--- src/rtl/uart_pkg.sv ---
// uart_pkg
// Shared types and constants for the UART shift-register blocks.
//   uart_tx_state_e : unloader state encoding. SEND_CR and SEND_LF exist in
//                     every build but are only reached when the CR/LF
//                     terminator is compiled in.
//   ASCII_CR/LF     : line terminator characters.
package uart_pkg;

    typedef enum logic [2:0] {
        IDLE    = 3'd0,
        SEND    = 3'd1,
        SEND_CR = 3'd2,
        SEND_LF = 3'd3,
        FINISH  = 3'd4
    } uart_tx_state_e;

    localparam logic [7:0] ASCII_CR = 8'h0D;
    localparam logic [7:0] ASCII_LF = 8'h0A;

endpackage

--- src/rtl/uart_sr_output.sv ---
// uart_sr_output
// Parallel-to-serial character unloader for the UART transmitter. A load
// strobe captures a packed block of CHARACTER_COUNT characters. The block
// then sends them one per valid/ready transfer, starting at the highest slot
// and ending at slot 0, so a block packed by the receive side is echoed back
// in arrival order.
//
// Optional build macro: UART_SR_OUTPUT_CRLF_EN appends 0x0D, 0x0A after
// slot 0. Each terminator is zero-extended to DATA_WIDTH.
//
// Ports:
//   clk      : system clock, rising edge
//   reset_n  : asynchronous active-low reset
//   ena      : global enable; all state holds while low
//   load     : capture sr_data and start a block (ignored while busy)
//   sr_data  : packed block, slot i = [(i+1)*DATA_WIDTH-1 : i*DATA_WIDTH]
//   tx_data  : character offered to the transmitter
//   tx_valid : tx_data is valid
//   tx_ready : transmitter accepts tx_data this cycle
//   busy     : block in progress
//   done     : one-cycle pulse after the final character is accepted
module uart_sr_output
    import uart_pkg::*;
#(
    parameter int unsigned DATA_WIDTH      = 8,
    parameter int unsigned CHARACTER_COUNT = 10
) (
    input  logic                                  clk,
    input  logic                                  reset_n,
    input  logic                                  ena,
    input  logic                                  load,
    input  logic [DATA_WIDTH*CHARACTER_COUNT-1:0] sr_data,
    output logic [DATA_WIDTH-1:0]                 tx_data,
    output logic                                  tx_valid,
    input  logic                                  tx_ready,
    output logic                                  busy,
    output logic                                  done
);

    localparam int unsigned BLOCK_W   = DATA_WIDTH * CHARACTER_COUNT;
    localparam int unsigned IDX_W_RAW = $clog2(CHARACTER_COUNT + 2);
    localparam int unsigned IDX_W     = (IDX_W_RAW < 1) ? 1 : IDX_W_RAW;
    localparam int unsigned TOP_SLOT  = CHARACTER_COUNT - 1;

    uart_tx_state_e        state;
    logic [BLOCK_W-1:0]    buffer;
    logic [IDX_W-1:0]      index;
    logic [DATA_WIDTH-1:0] next_slot_c;
    logic                  xfer_c;

    // A tx_ready seen while disabled is not a transfer.
    assign xfer_c = tx_valid && tx_ready && ena;

    // Character in the slot below the current index; loaded after a transfer.
    always_comb begin
        next_slot_c = '0;
        for (int i = 0; i < int'(CHARACTER_COUNT); i++) begin
            if (IDX_W'(i) == (index - IDX_W'(1))) begin
                next_slot_c = buffer[i*DATA_WIDTH +: DATA_WIDTH];
            end
        end
    end

    // State machine with registered outputs; nothing moves while ena is low.
    always_ff @(posedge clk or negedge reset_n) begin
        if (!reset_n) begin
            state    <= IDLE;
            buffer   <= '0;
            index    <= '0;
            tx_data  <= '0;
            tx_valid <= 1'b0;
            busy     <= 1'b0;
            done     <= 1'b0;
        end else if (ena) begin
            case (state)
                IDLE: begin
                    done <= 1'b0;
                    if (load) begin
                        buffer   <= sr_data;
                        index    <= IDX_W'(TOP_SLOT);
                        tx_data  <= sr_data[TOP_SLOT*DATA_WIDTH +: DATA_WIDTH];
                        tx_valid <= 1'b1;
                        busy     <= 1'b1;
                        state    <= SEND;
                    end
                end

                SEND: begin
                    if (xfer_c) begin
                        if (index != '0) begin
                            index   <= index - IDX_W'(1);
                            tx_data <= next_slot_c;
                        end else begin
`ifdef UART_SR_OUTPUT_CRLF_EN
                            tx_data <= DATA_WIDTH'(ASCII_CR);
                            state   <= SEND_CR;
`else
                            tx_valid <= 1'b0;
                            done     <= 1'b1;
                            state    <= FINISH;
`endif
                        end
                    end
                end

`ifdef UART_SR_OUTPUT_CRLF_EN
                SEND_CR: begin
                    if (xfer_c) begin
                        tx_data <= DATA_WIDTH'(ASCII_LF);
                        state   <= SEND_LF;
                    end
                end

                SEND_LF: begin
                    if (xfer_c) begin
                        tx_valid <= 1'b0;
                        done     <= 1'b1;
                        state    <= FINISH;
                    end
                end
`endif

                FINISH: begin
                    // load is dropped here too; the block is still busy.
                    done  <= 1'b0;
                    busy  <= 1'b0;
                    state <= IDLE;
                end

                default: begin
                    tx_valid <= 1'b0;
                    busy     <= 1'b0;
                    done     <= 1'b0;
                    state    <= IDLE;
                end
            endcase
        end
    end

endmodule

--- config.mk ---
export PLATFORM = sky130hd
export DESIGN_NAME = uart_sr_output
export DESIGN_NICKNAME = d
export VERILOG_FILES = /design/src/rtl/uart_pkg.sv /design/src/rtl/uart_sr_output.sv
export SDC_FILE = /design/constraint.sdc
export NUM_CORES = 1
export LEC_CHECK = 0
export BUFFER_PORTS_ARGS = -buffer_cell sky130_fd_sc_hd__clkbuf_2
export CAP_MARGIN = 20
export CORE_AREA = 2 2 98 100
export DETAILED_ROUTE_END_ITERATION = 8
export DIE_AREA = 0 0 100 102
export PLACE_DENSITY = 0.79
export SLEW_MARGIN = 25
export SYNTH_ARGS = -nofsm -noshare
export SYNTH_HDL_FRONTEND = slang
export SYNTH_SLANG_ARGS = --single-unit
--- constraint.sdc ---
create_clock -name clk -period 3.2 [get_ports clk]
set_input_delay 0.32 -clock clk [delete_from_list [all_inputs] [get_ports clk]]
set_output_delay 0.32 -clock clk [all_outputs]
set_load 0.02 [all_outputs]
## Word-level counts from Yosys, hierarchy flattened

Cells that the tools add are included.

- Word-level logic and storage cells: 67
- Register bits after elaboration: 98
- Output and inout port bits: 11

- Multiplexer cells: 30
- Add/subtract/negate cells: 1
- Equality and inequality tests: 15
- Reductions and logical operators: 12
- Bitwise gates (word level): 2

Operator list:

| operator | number |
|---|---|
| $mux W8 | 13 |
| $eq A3 B4 Y1 const A | 4 |
| $pmux W8 S2 | 1 |
| $mux W4 | 3 |
| $reduce_and A5 Y1 | 2 |
| $mux W3 | 3 |
| $reduce_and A3 Y1 | 3 |
| $eq A2 B4 Y1 const A | 2 |
| $eq A4 B4 Y1 const A | 2 |
| $ne A2 B2 Y1 const B | 4 |
| $pmux W4 S2 | 1 |
| $mux W1 | 6 |
| $pmux W3 S2 | 1 |
| $eq A1 B4 Y1 const A | 1 |
| $logic_not A4 Y1 | 1 |
| $reduce_and A4 Y1 | 1 |
| $reduce_bool A4 Y1 | 1 |
| $sub A4 B1 Y4 const B | 1 |
| $eq A3 B1 Y1 const B | 1 |
| $eq A3 B3 Y1 const B | 1 |
| $logic_not A3 Y1 | 1 |
| $pmux W1 S3 | 1 |
| $logic_and A1 B1 Y1 | 2 |
| $not A1 Y1 | 2 |
| 2 further kinds | 2 |

## Depth between registers and ports, before layout

Gate-level depths: netlist (run 1).

- Depth in word-level cells: 15
- Gate-level depth with buffers: 10
- Gate-level depth less buffers: 8

## Least setup slack after synthesis (run 1)

No wires, ideal clock.

- Path type: reg-to-reg
- Start: register index[0]
- End: register tx_data[1]
- Slack: 0.986 ns
- Data arrival time: 2.148 ns
- Required time: 3.134 ns
- Stages on the path, launching flop included: 10
- Clock period less this slack: 2.214 ns
- Path buffers: 1
- Cell sequence: dfrtp_1 -> inv_1 -> ha_1 -> buf_6 -> or2_4 -> nor4_4 -> a32oi_1 -> a31o_1 -> a221oi_2 -> a221o_1

- Cells in the longest elaborated chain, start to end: 15
- Elaborated cells between the ends (all ways): 27
- Classes of those cells: add/sub: 1; eq/ne: 10; mux: 13; reduce/logical: 3

RTL lines:

| item | line | text |
|---|---|---|
| from (decl) | uart_sr_output.sv:47 | `logic [IDX_W-1:0] index;` |
| from (signal assigned) | uart_sr_output.sv:80 | `index <= IDX_W'(TOP_SLOT);` |
| from (signal assigned) | uart_sr_output.sv:91 | `index <= index - IDX_W'(1);` |
| $sub A4 B1 Y4 | uart_sr_output.sv:58 | `if (IDX_W'(i) == (index - IDX_W'(1))) begin` |
| $logic_not A4 Y1 | uart_sr_output.sv:58 |  |
| $mux W8 (10 in series) | uart_sr_output.sv:58 |  |
| $mux W8 | uart_sr_output.sv:90 | `if (index != '0) begin` |
| $mux W8 | uart_sr_output.sv:89 | `if (xfer_c) begin` |
| $pmux W8 S2 | uart_sr_output.sv:75 | `case (state)` |
| to (signal assigned) | uart_sr_output.sv:81 | `tx_data <= sr_data[TOP_SLOT*DATA_WIDTH +: DATA_WIDTH];` |
| to (signal assigned) | uart_sr_output.sv:92 | `tx_data <= next_slot_c;` |
| to (decl) | uart_sr_output.sv:33 | `output logic [DATA_WIDTH-1:0] tx_data,` |

Parallel ways exist; a longest one is shown, timed or not. The select of a mux whose other input is x is not followed.
A chain may end at the register's enable or synchronous reset.

## Worst setup path after layout (run 1)

- Start: register index[0]
- End: register tx_data[2]

Same word-level chain as after synthesis.

==> results of run 1 <==
worst min-delay path by stage:
stage / from / to / depth (start not counted) / slack (ps)
finish: reset_n / buffer[72]$_DFFE_PN0P_ / 1 / 20
floorplan: reset_n / buffer[0]$_DFFE_PN0P_ / 0 / 20
detailed placement: reset_n / buffer[72]$_DFFE_PN0P_ / 1 / 450
CTS: reset_n / buffer[34]$_DFFE_PN0P_ / 1 / 50
global route: reset_n / buffer[72]$_DFFE_PN0P_ / 1 / 90
global placement: reset_n / buffer[67]$_DFFE_PN0P_ / 1 / 440
report_power, final:
| part | internal (µW) | switching [µW] | leakage, µW |
|---|---|---|---|
| clock | 464 | 427 | 0.000113 |
| sequential | 1800 | 480 | 0.00119 |
| combinational | 1130 | 1300 | 0.00121 |
| total | 3390 | 2210 | 0.00252 |
cells in the mapped netlist (5+ instances only):
master,number,area share (%)
a21boi_0,5,0.76
a21oi_1,29,2.9
a221o_1,7,1.4
a221oi_2,6,1.8
a22o_1,6,1.1
a31o_1,5,0.88
a32oi_1,5,0.88
buf_2,15,1.5
clkbuf_1,8,0.61
dfrtp_1,97,49
inv_1,18,1.4
mux2_2,68,15
nand2_1,35,2.7
nand3b_1,7,1.1
nor2_1,17,1.3
nor2b_1,9,1.1
o21ai_0,14,1.4
o21ai_1,6,0.61
o221ai_1,5,0.88
layout make-up:
cell class,count,share of cell area [%]
clock buffer,10,2.42
clock inverter,6,1.58
inverter,18,1.19
multi-input combinational,289,40.2
sequential,97,42.7
tap,111,2.44
timing repair buffer,103,9.46
worst max-delay path: cells and delay by family (launching register included):
| family | cells | cell delay (ps) |
|---|---|---|
| flip-flops | 1 | 510 |
| AND/OR/NAND/NOR | 1 | 490 |
| buffers and inverters | 2 | 370 |
| adder cells (fa/ha/maj) | 1 | 580 |
| AO/OA/AOI/OAI | 4 | 780 |
layer usage:
metal	vias up	track usage, %	share of wire, %
li1	1763	-	-
met1	1890	32.3	42
met2	161	40.3	49
met3	25	4.79	6.7
met4	0	7.17	2.0
met5	-	0	0
metrics by stage:
stage	hold slack (ps)	std cells
after floorplan	24.4	434
after global placement	443	618
after detailed placement	447	618
after CTS	54.3	634
after global routing	90.0	634
final	21.4	634
cells by family after synthesis:
family,count (synthesis)
and+or+nand+nor,91
AOI/OAI and AO/OA,124
xor gates and xnor gates,2
buffers and inverters,48
muxes,68
adders and majority gates,4
DFF,97
cell usage in the layout, fill, tap and decap left out, types with 9 or more instances in the layout:
cell      instances
dfrtp_1          97
clkbuf_2         94
mux2_2           68
nand2_1          35
a21oi_1          29
inv_1            18
nor2_1           17
o21ai_0          14
clkbuf_8         10
nor2b_1           9
buf_4             9
sequential cells by signal (all words and copies together) (netlist names):
signal,flops
buffer,80
busy,1
done,1
index,4
state,2
tx_data,8
tx_valid,1
==> results.json, run 1 <==
{
  "r2r_end": "tx_data[2]$_DFFE_PN0P_",
  "syn_area_mm2": 0.00495,
  "timing.rr.start": "index[0]$_DFFE_PN0P_",
  "crit_path_top_delay_cell": "ha_1",
  "antenna_found_initial": 0,
  "fin_crit_ps": 2780,
  "leakage_uw": 0.00252,
  "hpwl_mm": 8.85,
  "fmax_mhz": 359,
  "rsz0062_at_grt": "false",
  "postCtsSetupBuffers": 0,
  "ys_ff_latch": 97,
  "min_period_over_period_pct": 87.0,
  "synth_seq_area_share_pct": 49.1,
  "seqCellArea_mm2": 0.00243,
  "rrSetupSlack_ps": 420,
  "wirelength_mm": 11.9,
  "ctsLongestPathBuffers": 2,
  "synth.area.mux_share_pct": 15.5,
  "ctsResizeCount": 0,
  "wl_per_cell_um": 18.8,
  "path_clk_slew_ps": 90,
  "crit_path_start_kind": "register",
  "via_per_inst": 6.06,
  "finalMaxSlewViolations": 0,
  "cp-end-kind": "register",
  "cts_hold_buffers": 0,
  "finalSetupViolations": 0,
  "status": "finished, final reports clean",
  "p_per_area_mw_per_mm2": 984,
  "utilization_pct": 62.5,
  "critPathMostFrequentCell": "inv_1",
  "setup_ws_ps": 416,
  "synth_ff_type": "dfrtp_1",
  "cp-endpoint": "tx_data[2]$_DFFE_PN0P_",
  "max-cap-violations": 0,
  "drive_gt1_share_pct": 40.3,
  "grt_max_degree": 63,
  "route.detailed.drc": 0,
  "syn_inst": 434,
  "finish.instance_area_mm2": 0.00569,
  "worst_pin_slew_ps": 770,
  "cts_max_level": 3,
  "finClkSkew_ps": 6.00,
  "cp.required_ps": 3500,
  "min_path_type": "primary input to async pin",
  "path_max_fanout": 16,
  "syn-num-nets": 523,
  "cts_made_buffers": 9,
  "synth_xor_xnor_area_share_pct": 0.354,
  "yosysWarnings": 0,
  "gp_congestion": 0.913,
  "preCtsSetupSlack_ps": 488,
  "slowest_delay_ps": 580,
  "vias": 3839,
  "diodes": 0,
  "async_flop_share_pct": 100,
  "grt_overflow": 0,
  "synth-adder-area-share_pct": 1.01,
  "finalPower_uw": 5600,
  "insertion_delay_ps": 370,
  "drt_iter0_markers": 290,
  "pin_count": 96,
  "worst-setup-path-type": "register to register",
  "synth_edf_count": 0,
  "rows": 35,
  "fillCellCount": 757,
  "start_util_pct": 54.3,
  "crit_start": "index[0]$_DFFE_PN0P_",
  "placedInstanceArea_mm2": 0.00546,
  "ant_nets": 0,
  "drtPass1Iterations": 5,
  "die-area_mm2": 0.0102,
  "die_h_um": 102,
  "slew_headroom_pct": 48.6,
  "r2r_cells": 8,
  "peakVddDrop_mv": 0.374,
  "grt_use_total_pct": 24.1,
  "multiInputGateArea_mm2": 0.00229,
  "grt_pass1_vias": 3849,
  "grt_pass1_wl_mm": 19.1,
  "finalHoldViolations": 0,
  "syn_avg_cell_area_um2": 11.4,
  "crit_arrival_ps": 3090,
  "cts_root_buf": "clkbuf_8",
  "syn2layout_area_growth_pct": 15.0,
  "die_x_um": 100,
  "synth_top_family_by_area": "compound AO/OA/AOI/OAI gates",
  "ys_types": 60,
  "clock-sinks": 97,
  "port_buffers": 95,
  "synth_compound_area_share_pct": 19.2,
  "fp.coreArea_mm2": 0.00911,
  "nets": 607,
  "synth-simple-area-share_pct": 10.1,
  "tns_ps": 0,
  "path_cells": "inv_1 > ha_1 > inv_1 > nor4_4 > a32oi_1 > a31o_1 > a221oi_2 > a221o_1",
  "tritoncts": "done"
}
No activity file was read; power rests on OpenSTA's default activity.
==> inputs of run 2 (changes only) <==
==> constraint.sdc (replaced) <==
create_clock -name clk -period 3.2 [get_ports clk]
set_input_delay 0.64 -clock clk [delete_from_list [all_inputs] [get_ports clk]]
set_output_delay 0.64 -clock clk [all_outputs]
set_load 0.02 [all_outputs]
==> results.json, run 2 (same netlist as run 1, synthesis figures left out) <==
{
  "drtPass1Iterations": 5,
  "peakVddDrop_mv": 0.380,
  "route.detailed.drc": 0,
  "diodes": 0,
  "dp_cells": 617,
  "crit_arrival_ps": 3070,
  "pin_count": 96,
  "postCtsSetupBuffers": 0,
  "slowest_delay_ps": 600,
  "grt_pass1_vias": 3750,
  "cp-end-kind": "register",
  "cts_root_buf": "clkbuf_8",
  "cts_max_level": 3,
  "ctsLongestPathBuffers": 2,
  "min_path_type": "primary input to async pin",
  "start_util_pct": 54.3,
  "ant_nets": 0,
  "grt_overflow": 0,
  "insertion_delay_ps": 370,
  "mostFrequentLayoutCells": "97 x dfrtp_1, 94 x clkbuf_2, 68 x mux2_2",
  "status": "finished, final reports clean",
  "crit_path_top_delay_cell": "ha_1",
  "slew_headroom_pct": 51.2,
  "antenna_found_initial": 0,
  "hold_slack_ps": 261,
  "largest_reg_flops": 80,
  "finalHoldViolations": 0,
  "worst_pin_slew_ps": 732,
  "finalNonFillerCells": 632,
  "grt_max_degree": 58,
  "cp.required_ps": 3520,
  "vias": 3843,
  "gp_congestion": 0.930,
  "max-cap-violations": 0,
  "tns_ps": 0,
  "cts_hold_buffers": 0,
  "top_register": "buffer",
  "grt_pass1_wl_mm": 18.9,
  "wl_per_cell_um": 18.9,
  "path_cells": "inv_1 > ha_1 > inv_1 > nor4_4 > a32oi_1 > a31o_1 > a221oi_2 > a221o_1",
  "via_per_inst": 6.08,
  "crit_path_start_kind": "register",
  "rows": 35,
  "grt_use_total_pct": 23.9,
  "die_x_um": 100,
  "nets": 606,
  "die-area_mm2": 0.0102,
  "die_h_um": 102,
  "finClkSkew_ps": 12.1,
  "drive_gt1_share_pct": 40.1,
  "path_clk_slew_ps": 100,
  "rsz0062_at_grt": "false",
  "ctsResizeCount": 0,
  "tritoncts": "done",
  "finalPower_uw": 5440,
  "p_per_area_mw_per_mm2": 964,
  "path_max_fanout": 16,
  "port_buffers": 95,
  "fmax_mhz": 363,
  "path_buf_inv": 2,
  "finalMaxSlewViolations": 0,
  "fp.coreArea_mm2": 0.00911,
  "fillCellCount": 751,
  "cts_made_buffers": 9,
  "critPathTopFamily": "compound AO/OA/AOI/OAI gates",
  "worst-setup-path-type": "register to register",
  "wirelength_mm": 11.9,
  "syn2layout_area_growth_pct": 14.0,
  "critPathMostFrequentCell": "inv_1",
  "finalSetupViolations": 0,
  "layout_commonest_cell": "dfrtp_1",
  "fin_crit_ps": 2760,
  "hpwl_mm": 8.79,
  "reg_top3": "buffer (80), tx_data (8), index (4)",
  "min_period_over_period_pct": 86.2,
  "drt_iter0_markers": 349,
  "leakage_uw": 0.00248,
  "clock-sinks": 97
}
==> run 2: cell count changes in the layout (fill, tap and decap cells not counted), sizes merged <==
cell / delta
clkinvlp: +2
clkinv: -2
clkbuf: -1
inv: +2
buf: -1
bufinv: -2
==> run 2: cell type report <==
cell class	count	area, µm²	share of cell area (%)
clock buffers	9	124	2.20
flip-flops and latches	97	2430	43.0
clock inverters	6	51.3	0.909
well taps	111	139	2.46
repair buffers	102	543	9.63
multi-input cells	289	2290	40.6
inverters	18	67.6	1.20
==> run 2: worst paths after layout <==
check                                      startpoint                      to  slack (ps)  cells past startpoint
worst max-delay path             index[0]$_DFFE_PN0P_  tx_data[1]$_DFFE_PN0P_         440                      8
worst min-delay path                          reset_n  buffer[70]$_DFFE_PN0P_         260                      1
worst max register to register   index[0]$_DFFE_PN0P_  tx_data[1]$_DFFE_PN0P_         440                      8
worst min register to register  buffer[7]$_DFFE_PN0P_   buffer[7]$_DFFE_PN0P_         510                      1
max in group asynchronous                     reset_n  buffer[22]$_DFFE_PN0P_        2270                      2
min in group clk                          sr_data[47]  buffer[47]$_DFFE_PN0P_         470                      3
==> run 2: worst register-to-register path, delay by kind of cell (launching register included) <==
family | cells | cell delay [ps]
AO/OA/AOI/OAI | 4 | 750
adder cells (fa/ha/maj) | 1 | 600
AND/OR/NAND/NOR | 1 | 490
flip-flops | 1 | 500
buffers and inverters | 2 | 370
==> run 2: report_power, final <==
group | internal, µW | leakage [µW] | switching (µW)
logic | 1130 | 0.00121 | 1290
registers | 1800 | 0.00119 | 479
clock network | 289 | 0.0000803 | 452
==> run 2: per-layer routing <==
layer	track usage [%]	wire, µm	vias to the layer above
li1	-	-	1758
met1	32.7	5160	1900
met2	38.6	5780	162
met3	4.24	724	23
met4	9.38	250	0
met5	0	0	-
==> run 2: through the flow <==
stage / area, µm² / worst slack (ps) / utilization [%]
final: 5640 / 442 / 61.9
after global routing: 5640 / 245 / 61.9
after CTS: 5640 / 491 / 61.9
after detailed placement: 5470 / 495 / 60.0
after global placement: 5470 / 593 / 60.0
after floorplan: 4950 / 986 / -
==> inputs of run 3 (changes only) <==
--- a/config.mk
+++ b/config.mk
@@ -5,9 +5,11 @@
 export SDC_FILE = /design/constraint.sdc
 export NUM_CORES = 1
 export LEC_CHECK = 0
+export ABC_AREA = 1
 export BUFFER_PORTS_ARGS = -buffer_cell sky130_fd_sc_hd__clkbuf_2
 export CAP_MARGIN = 20
 export CORE_AREA = 2 2 98 100
+export CTS_CLUSTER_DIAMETER = 50
 export DETAILED_ROUTE_END_ITERATION = 8
 export DIE_AREA = 0 0 100 102
 export PLACE_DENSITY = 0.79
@@ -15,3 +17,4 @@
 export SYNTH_ARGS = -nofsm -noshare
 export SYNTH_HDL_FRONTEND = slang
 export SYNTH_SLANG_ARGS = --single-unit
+export TNS_END_PERCENT = 20
==> results.json, run 3 <==
{
  "synth_top_area_share_pct": 49.0,
  "synth_seq_area_share_pct": 49.0,
  "p_sw_uw": 2400,
  "critPathTopFamily": "simple AND/OR/NAND/NOR gates",
  "pwr-share-seq_pct": 38.7,
  "grt_overflow": 0,
  "p_comb_share_pct": 48.8,
  "setup_ws_ps": 652,
  "yosysWarnings": 0,
  "port_buffers": 95,
  "r2r_end": "tx_data[5]$_DFFE_PN0P_",
  "fin_crit_ps": 2550,
  "diodes": 0,
  "drt_iter0_markers": 258,
  "grt_pass1_wl_mm": 18.4,
  "drive_gt1_share_pct": 35.2,
  "wirelength_mm": 11.0,
  "worst-setup-path-type": "register to register",
  "finalPower_uw": 5710,
  "grt_max_degree": 55,
  "grt_busiest_layer": "met2",
  "min_period_over_period_pct": 79.6,
  "status": "finished, final reports clean",
  "slowest_delay_ps": 410,
  "drtPass1Iterations": 5,
  "antenna_found_initial": 0,
  "crit_arrival_ps": 2840,
  "path_cells": "inv_1 > ha_1 > inv_1 > nand2_1 > nand2_4 > inv_2 > nand2_1 > nor3_2 > nand2_1 > nand2_1 > nand2_1 > nand3_1 > nand2_1 > nand2_1 > nand2_1 > nand2_1 > nand2_1 > a21oi_2",
  "ys_types": 30,
  "seqCellArea_mm2": 0.00243,
  "crit_path_start_kind": "register",
  "yosys.area.top_type": "dfrtp_1",
  "path_clk_slew_ps": 90,
  "peakVddDrop_mv": 0.390,
  "internal-power_uw": 3310,
  "ys_ff_latch": 97,
  "min_path_type": "primary input to async pin",
  "synth_edf_count": 0,
  "die_h_um": 102,
  "mostFrequentLayoutCells": "126 x nand2_1, 97 x dfrtp_1, 94 x clkbuf_2",
  "wl_per_cell_um": 14.8,
  "synth_ff_type": "dfrtp_1",
  "syn_area_mm2": 0.00496,
  "path_max_fanout": 7,
  "cp.required_ps": 3490,
  "nets": 714,
  "largest_reg_flops": 80,
  "clock-sinks": 97,
  "syn2layout_area_growth_pct": 15.3,
  "yosysMostFrequentCell": "nand2_1",
  "syn-num-nets": 620,
  "p_clk_share_pct": 12.5,
  "fillCellCount": 768,
  "cts_hold_buffers": 0,
  "use_met1_pct": 30.6,
  "rsz0062_at_grt": "false",
  "async_flop_share_pct": 100,
  "met3_usage_pct": 3.21,
  "insertion_delay_ps": 360,
  "worst_pin_slew_ps": 586,
  "finClkSkew_ps": 11.4,
  "reg_top3": "buffer (80), tx_data (8), index (4)",
  "p_sw_share_pct": 42.0,
  "gp_congestion": 0.870,
  "postCtsSetupBuffers": 0,
  "leakage_uw": 0.00296,
  "synthTopCellsByCount": "127 x nand2_1, 97 x dfrtp_1, 75 x mux2_2, 73 x inv_1",
  "preCtsSetupSlack_ps": 706,
  "top_register": "buffer",
  "vias": 3851,
  "timing.rr.start": "index[0]$_DFFE_PN0P_",
  "slew_headroom_pct": 60.8,
  "max-cap-violations": 0,
  "ant_nets": 0,
  "r2r_cells": 18,
  "critPathMostFrequentCell": "nand2_1",
  "ctsLongestPathBuffers": 2,
  "multiInputGateArea_mm2": 0.00214,
  "tritoncts": "done",
  "cts_made_buffers": 9,
  "syn_inst": 531,
  "die_x_um": 100,
  "via_per_inst": 5.20,
  "rrSetupSlack_ps": 650,
  "cts_max_level": 3,
  "die-area_mm2": 0.0102,
  "synthTopCellsByArea": "dfrtp_1 49%, mux2_2 17%, nand2_1 9.6%",
  "path_buf_inv": 3,
  "tns_ps": 0,
  "route.detailed.drc": 0,
  "grt_use_met2_pct": 38.3,
  "grt_use_total_pct": 23.0,
  "crit_path_top_delay_cell": "dfrtp_1",
  "finalMaxSlewViolations": 0,
  "fp.coreArea_mm2": 0.00911,
  "start_util_pct": 54.4,
  "p_per_area_mw_per_mm2": 1000,
  "fmax_mhz": 392,
  "rows": 35,
  "hpwl_mm": 8.19,
  "finalHoldViolations": 0,
  "layout_commonest_cell": "nand2_1",
  "finalSetupViolations": 0,
  "pin_count": 96,
  "grt_pass1_vias": 3895,
  "ctsResizeCount": 0,
  "cp-end-kind": "register",
  "syn_avg_cell_area_um2": 9.34,
  "cts_root_buf": "clkbuf_8"
}
==> run 3: cell count changes in the layout (fill, tap and decap cells not counted), moves of 7 or more <==
cell      change
nor2b_1       -9
o21ai_0      +12
nand3_1      +22
nand3b_1      -7
inv_1        +55
a221o_1       -7
a21oi_1      -13
mux2_2        +7
nand2_1      +91
==> run 3: worst register-to-register path: cells and delay by family, from the launching register on <==
kind / cells / cell delay, ps
DFF: 1 / 410
and+or+nand+nor: 13 / 1350
AOI/OAI and AO/OA: 1 / 120
buffers and inverters: 3 / 350
adders and majority gates: 1 / 260
==> run 3: stage by stage <==
step                      util (%)  hold slack [ps]  area, µm²  std cells
after floorplan                  -              344       4960        531
after global placement        60.8              481       5540        725
after detailed placement      60.8              488       5540        725
after CTS                     62.7              288       5710        741
after global routing          62.7              298       5710        741
final                         62.7              268       5710        741
==> run 3: power by group through the flow <==
stage	Sequential (µW)	Combinational [µW]	Clock, µW
4_1_cts	2210	2780	736
3_5_place_dp	2230	2760	0
5_1_grt	2280	3120	785
6_report	2210	2790	715
2_1_floorplan	2180	2040	0
3_3_place_gp	2200	2660	0
==> run 3: routing by layer <==
| metal | wire length [µm] | up-vias |
|---|---|---|
| li1 | - | 1884 |
| met1 | 4780 | 1819 |
| met2 | 5350 | 121 |
| met3 | 508 | 27 |
| met4 | 331 | 0 |
| met5 | 0 | - |
==> run 3: worst max path at each step <==
stage | from | to | slack (ps) | cells past startpoint
final | index[0]$_DFFE_PN0P_ | tx_data[5]$_DFFE_PN0P_ | 650 | 18
after global routing | index[0]$_DFFE_PN0P_ | tx_data[4]$_DFFE_PN0P_ | 400 | 18
after CTS | index[0]$_DFFE_PN0P_ | tx_data[4]$_DFFE_PN0P_ | 670 | 18
after detailed placement | index[0]$_DFFE_PN0P_ | tx_data[5]$_DFFE_PN0P_ | 710 | 18
after global placement | index[0]$_DFFE_PN0P_ | tx_data[6]$_DFFE_PN0P_ | 830 | 18
after floorplan | index[0]$_DFFE_PN0P_ | tx_data[7]$_DFFE_PN0P_ | 1200 | 18
==> run 3: final cells by class <==
cell class / instances / area share [%]
multi-input combinational: 339 / 37.4
clock buffer: 12 / 2.54
inverter: 78 / 5.17
sequential: 97 / 42.5
tap: 111 / 2.43
clock inverter: 4 / 0.504
timing repair buffer: 100 / 9.46
==> run 3: cells by family after synthesis <==
family                     after synthesis  synth area share (%)
buffers and inverters                   95                  8.05
DFF                                     97                  49.0
and+or+nand+nor                        203                  18.5
muxes                                   75                  17.0
adders and majority gates                4                  1.01
AOI/OAI and AO/OA                       57                  6.41
